### config.mk
export PLATFORM = sky130hd
export DESIGN_NAME = axis64to128_packer
export DESIGN_NICKNAME = d
export VERILOG_FILES = /design/src/rtl/axis64to128_packer_pkg.sv /design/src/rtl/axis128_out_slice.sv /design/src/rtl/axis64to128_packer.sv
export SDC_FILE = /design/constraint.sdc
export NUM_CORES = 1
export LEC_CHECK = 0
export BUFFER_PORTS_ARGS = -buffer_cell sky130_fd_sc_hd__buf_4
export CORE_UTILIZATION = 40
export DETAILED_ROUTE_END_ITERATION = 16
export SYNTH_ARGS = -nofsm -noshare
export SYNTH_HDL_FRONTEND = slang
export SYNTH_SLANG_ARGS = --single-unit
### constraint.sdc
create_clock -name rx_axis_uclk -period 2.47 [get_ports rx_axis_uclk]
set_input_delay 0.1235 -clock rx_axis_uclk [delete_from_list [all_inputs] [get_ports rx_axis_uclk]]
set_output_delay 0.1235 -clock rx_axis_uclk [all_outputs]
set_load 0.02 [all_outputs]
### src/rtl/axis64to128_packer_pkg.sv
// Shared widths, FSM states and keep constants for the 64->128 AXI-Stream packer.
package axis64to128_packer_pkg;

  localparam int unsigned DIN_W  = 64;
  localparam int unsigned DOUT_W = 128;
  localparam int unsigned KIN_W  = 8;
  localparam int unsigned KOUT_W = 16;

  localparam logic [KIN_W-1:0] KEEP_HALF_NONE = 8'h00;

  // HALF_EMPTY: no beat held; HALF_FULL: upper half waiting in the hold register
  typedef enum logic {
    HALF_EMPTY = 1'b0,
    HALF_FULL  = 1'b1
  } pack_state_e;

endpackage

### src/rtl/axis128_out_slice.sv
// 128-bit output register slice: holds one word with keep/last until the sink takes it.
module axis128_out_slice
  import axis64to128_packer_pkg::*;
(
  input  logic              rx_axis_uclk,
  input  logic              RxAxis_Rstn,
  input  logic              load_i,
  input  logic [DOUT_W-1:0] data_i,
  input  logic [KOUT_W-1:0] keep_i,
  input  logic              last_i,
  input  logic              m_tready_i,
  output logic              m_tvalid_o,
  output logic [DOUT_W-1:0] m_tdata_o,
  output logic [KOUT_W-1:0] m_tkeep_o,
  output logic              m_tlast_o
);

  logic              valid_q;
  logic [DOUT_W-1:0] data_q;
  logic [KOUT_W-1:0] keep_q;
  logic              last_q;

  // Load a new word when offered (caller guarantees the slot is free or draining), else drop valid on take
  always_ff @(posedge rx_axis_uclk or negedge RxAxis_Rstn) begin
    if (!RxAxis_Rstn) begin
      valid_q <= 1'b0;
      data_q  <= '0;
      keep_q  <= '0;
      last_q  <= 1'b0;
    end else if (load_i) begin
      valid_q <= 1'b1;
      data_q  <= data_i;
      keep_q  <= keep_i;
      last_q  <= last_i;
    end else if (m_tready_i) begin
      valid_q <= 1'b0;
    end
  end

  assign m_tvalid_o = valid_q;
  assign m_tdata_o  = data_q;
  assign m_tkeep_o  = keep_q;
  assign m_tlast_o  = last_q;

endmodule

### src/rtl/axis64to128_packer.sv
// Packs pairs of 64-bit AXI-Stream beats into 128-bit words (first beat in the upper half).
// Optional packet counters are built when AXIS_PACKER_PKT_CNT_EN is defined.
module axis64to128_packer
  import axis64to128_packer_pkg::*;
#(
  parameter int DATA_IN_W = 64
) (
  input  logic                 rx_axis_uclk,
  input  logic                 RxAxis_Rstn,
  input  logic                 s_tvalid,
  output logic                 s_tready,
  input  logic                 s_tlast,
  input  logic [DATA_IN_W-1:0] s_tdata,
  input  logic [KIN_W-1:0]     s_tkeep,
  output logic                 m_tvalid,
  input  logic                 m_tready,
  output logic                 m_tlast,
  output logic [DOUT_W-1:0]    m_tdata,
  output logic [KOUT_W-1:0]    m_tkeep,
  input  logic                 CntClr,
  output logic [31:0]          RxPkg_Cnt,
  output logic [31:0]          TxPkg_Cnt
);

  if (DATA_IN_W != DIN_W) begin : g_bad_width
    $error("axis64to128_packer: DATA_IN_W must be 64");
  end

  pack_state_e       state_q, state_d;
  logic [DIN_W-1:0]  hold_data_q, hold_data_d;
  logic [KIN_W-1:0]  hold_keep_q, hold_keep_d;
  logic              rdy_q;
  logic              s_accept;
  logic              load;
  logic [DOUT_W-1:0] word_data;
  logic [KOUT_W-1:0] word_keep;
  logic              word_last;

  // rdy_q keeps s_tready low during reset and raises it on the first edge after release
  assign s_tready = rdy_q & (~m_tvalid | m_tready);
  assign s_accept = s_tvalid & s_tready;

  // Next-state and output-word selection for the half-word packing FSM
  always_comb begin
    state_d     = state_q;
    hold_data_d = hold_data_q;
    hold_keep_d = hold_keep_q;
    load        = 1'b0;
    word_data   = '0;
    word_keep   = '0;
    word_last   = 1'b0;
    if (s_accept) begin
      unique case (state_q)
        HALF_EMPTY: begin
          if (s_tlast) begin
            load      = 1'b1;
            word_data = {s_tdata, {DIN_W{1'b0}}};
            word_keep = {s_tkeep, KEEP_HALF_NONE};
            word_last = 1'b1;
          end else begin
            state_d     = HALF_FULL;
            hold_data_d = s_tdata;
            hold_keep_d = s_tkeep;
          end
        end
        HALF_FULL: begin
          load      = 1'b1;
          word_data = {hold_data_q, s_tdata};
          word_keep = {hold_keep_q, s_tkeep};
          word_last = s_tlast;
          state_d   = HALF_EMPTY;
        end
      endcase
    end
  end

  // FSM state, hold register and ready enable
  always_ff @(posedge rx_axis_uclk or negedge RxAxis_Rstn) begin
    if (!RxAxis_Rstn) begin
      state_q     <= HALF_EMPTY;
      hold_data_q <= '0;
      hold_keep_q <= '0;
      rdy_q       <= 1'b0;
    end else begin
      state_q     <= state_d;
      hold_data_q <= hold_data_d;
      hold_keep_q <= hold_keep_d;
      rdy_q       <= 1'b1;
    end
  end

  axis128_out_slice u_out (
    .rx_axis_uclk (rx_axis_uclk),
    .RxAxis_Rstn  (RxAxis_Rstn),
    .load_i       (load),
    .data_i       (word_data),
    .keep_i       (word_keep),
    .last_i       (word_last),
    .m_tready_i   (m_tready),
    .m_tvalid_o   (m_tvalid),
    .m_tdata_o    (m_tdata),
    .m_tkeep_o    (m_tkeep),
    .m_tlast_o    (m_tlast)
  );

`ifdef AXIS_PACKER_PKT_CNT_EN
  logic [31:0] rx_cnt_q, tx_cnt_q;

  // Packet counters; clear beats a same-cycle increment, natural 32-bit wrap
  always_ff @(posedge rx_axis_uclk or negedge RxAxis_Rstn) begin
    if (!RxAxis_Rstn) begin
      rx_cnt_q <= '0;
      tx_cnt_q <= '0;
    end else if (CntClr) begin
      rx_cnt_q <= '0;
      tx_cnt_q <= '0;
    end else begin
      if (s_accept && s_tlast)             rx_cnt_q <= rx_cnt_q + 32'd1;
      if (m_tvalid && m_tready && m_tlast) tx_cnt_q <= tx_cnt_q + 32'd1;
    end
  end

  assign RxPkg_Cnt = rx_cnt_q;
  assign TxPkg_Cnt = tx_cnt_q;
`else
  logic unused_cntclr;
  assign unused_cntclr = CntClr;
  assign RxPkg_Cnt     = '0;
  assign TxPkg_Cnt     = '0;
`endif

endmodule

==> run_results.csv <==
group,metric,value,unit
sta,finalWorstPathRequiredPeriod,1.97,ns
yosys,synth.largest_area_cell,"dfrtp_1",
yosys,synthMuxAreaShare,7.85,%
worst_setup_path,endpoint_kind,"flip-flop",
global_routing,grt_max_degree,147,
yosys,synth-main-ff-cell,"dfrtp_1",
placement,place.gp.congestion,0.748,
layout,nNetsFinal,1229,
worst_setup_path,r2r-end,"u_out.m_tdata_o[62]",
yosys,synth_edf_count,0,
yosys,synth_top_family_by_area,"compound AO/OA/AOI/OAI gates",
global_routing,gr-total-overflow,0,
power_and_ir_drop,powerDensity,1130,mW/mm^2
worst_setup_path,rr_worst_depth,4,
floorplanning,coreArea,0.0253,sq mm
layout,drive_gt1_share,31.5,%
floorplanning,dieArea,0.0265,sq mm
routing,drt-initial-drc-count,639,
yosys,ys_seq_elements,220,
cts,cts.sinks,220,
layout,diodes,0,
floorplanning,fp.dieW,163,um
sta,slew_viol_final,0,
sta,rsz0062_at_grt,"false",
cts,clk_pin_slew,0.06,ns
layout,syn2layout_area_growth,33.8,%
worst_setup_path,ff2ff_setup_slack,0.50,ns
sta,slew_headroom,35.8,%
sta,tns,0,ns
yosys,synth_commonest_cells,"dfrtp_1 (220), nand4_1 (73), a22o_1 (72), nand3_1 (72), o21ai_0 (72)",
outcome,status,"finished, final reports clean",
placement,dpl.hpwl,16200,um
global_routing,grt_pass1_wl,46900,um
floorplanning,io_pins,289,
worst_hold_path,whs_path_depth,3,
worst_hold_path,min_from,"s_tlast",
worst_hold_path,hold_class,"in2reg",
yosys,ys.warnings.count,0,
sta,finalCritPeriodShare,79.9,%
cts,clock_latency,0.52,ns
yosys,synth-compound-area-share,15.9,%
routing,via_per_inst,5.66,
cts,cts_setup_buffers,0,
yosys,synth-xor-area-share,0,%
job,drv_cap,0,
placement,dp_slack,0.463,ns
global_routing,antenna_found_initial,0,
routing,via_count,8499,
yosys,yosysTopAreaCellShare,53.3,%
yosys,syn_area,0.0103,sq mm
sta,setup_ws,0.496,ns
cts,cts_buffers,26,
worst_setup_path,cp.required,2.93,ns
sta,finalSetupViolations,0,
cts,clock_path_buffers,3,
cts,cts_tree,"yes",
cts,cts_root_buf,"clkbuf_16",
global_routing,gr-usage-all-layers,22.0,%
yosys,synth_adder_area_share,0,%
routing,wl_per_cell,19.6,um
yosys,synth-async-reset-ratio,100,%
sta,timing.hold.ws,0.115,ns
routing,ant_nets,0,
yosys,synth_seq_area_share,53.3,%
worst_setup_path,worstPathArrival,2.43,ns
yosys,synthCells,908,
yosys,synth_area_leaders,"dfrtp_1 (53%), mux2_2 (7.2%), a22o_1 (6.1%), a41oi_1 (6.0%), nor3b_1 (5.2%)",
sta,fmax,507,MHz
floorplanning,start_util,40.9,%
sta,tightest_slew,0.963,ns
placement,io_buffers,223,
yosys,synth_most_common_cell,"dfrtp_1",
yosys,syn_area_per_cell,11.4,sq um
yosys,synthSimpleGateAreaFrac,13.8,%
floorplanning,die_h,163,um
cts,h-tree-depth,1,
worst_setup_path,crit_type,"reg2reg",
global_routing,grt_pass1_vias,8335,
worst_setup_path,cp_max_fo,146,
sta,fin_skew,0.00969,ns
power_and_ir_drop,p_leak,6.14,nW
routing,drc,0,
worst_hold_path,whs_endpoint,"u_out.m_tkeep_o[14]",
sta,hold_violations,0,
worst_setup_path,reg2reg_from,"state_q",
routing,dr.pass1.iters,4,
floorplanning,row_count,58,
worst_setup_path,crit_path_start_kind,"flip-flop",
routing,totalWireLength,29500,um
power_and_ir_drop,ir_worst_vdd,0.564,mV
yosys,synth.distinct_cells,27,
## sequential cells by signal, summed over array words and instances (netlist names)
| register | count |
|---|---|
| u_out.m_tvalid_o | 1 |
| hold_data_q | 64 |
| u_out.m_tdata_o | 128 |
| rdy_q | 1 |
| u_out.m_tlast_o | 1 |
| u_out.m_tkeep_o | 16 |
| hold_keep_q | 8 |
| state_q | 1 |
## final cells by class
type                            count  area [sq um]
Clock buffer                       33           758
Clock inverter                     15           278
Fill cell                        2181         11400
Inverter                            2          7.51
Multi-Input combinational cell    582          4160
Sequential cell                   220          5510
Tap cell                          330           413
Timing Repair Buffer              319          2700
## cells in the final DEF, fill, tap and decap left out, types with 2 or more instances in the layout
cell,instances
a22o_1,72
a41oi_1,71
buf_12,9
buf_4,236
bufinv_16,8
clkbuf_16,27
clkbuf_8,6
clkinv_2,6
conb_1,65
dfrtp_1,219
dlygate4sd3_1,73
inv_1,2
mux2_1,6
mux2_2,66
nand3_1,71
nand4_1,73
nor2b_4,2
nor3b_1,71
o21ai_0,72
## worst max-delay path: stages, from the launching register on
cell     delay (ns)
dfrtp_4        0.42
buf_12         0.47
and3_2         0.36
buf_4          0.41
a22o_1         0.23
## worst max path at each step
stage | start | to | slack [ns]
final | state_q | u_out.m_tdata_o[62] | 0.50
after global routing | state_q | u_out.m_tdata_o[48] | 0.34
after CTS | state_q | u_out.m_tdata_o[59] | 0.46
after detailed placement | state_q | u_out.m_tdata_o[48] | 0.46
after global placement | state_q | u_out.m_tdata_o[5] | 0.50
after floorplan | u_out.m_tvalid_o | hold_data_q[59] | 0.77
## per-layer routing
metal	wire, um	part of all wire (%)	up-vias	GRT usage (%)
li1	-	-	3831	-
met1	13200	45	4360	30.7
met2	13800	47	281	34.9
met3	2070	7.0	27	4.76
met4	387	1.3	0	5.31
met5	0	0	-	0
## per-stage QoR
| step | total power, W | instance area, sq um | instances | utilization (%) |
|---|---|---|---|---|
| floorplan | 0.00879 | 10600 | 971 | - |
| global placement | 0.0109 | 12100 | 1380 | 47.7 |
| detailed placement | 0.0110 | 12100 | 1380 | 47.7 |
| CTS | 0.0157 | 13800 | 1501 | 54.7 |
| global route | 0.0164 | 13800 | 1501 | 54.7 |
| finish | 0.0156 | 13800 | 1501 | 54.7 |
## what timing repair did
action	in CTS	in global routing
hold buffers	73	0
gates resized for setup	0	0
hold endpoints to repair	313	0
## kinds of logic (layout without fill, tap and decap cells)
| kind of cell | count (synthesis) | count (layout) |
|---|---|---|
| simple gates | 227 | 227 |
| compound gates | 218 | 218 |
| other cells | 2 | 65 |
| flops | 220 | 220 |
| buf+inv | 169 | 369 |
| mux | 72 | 72 |
## power breakdown
part,total [W],leakage (nW),switching (W),internal [W]
combinational,0.00529,2.94,0.00286,0.00243
sequential,0.00577,2.69,0.000826,0.00494
clock,0.00453,0.513,0.00154,0.00299
total,0.0156,6.14,0.00523,0.0104
No activity file was read; power rests on OpenSTA's default activity.
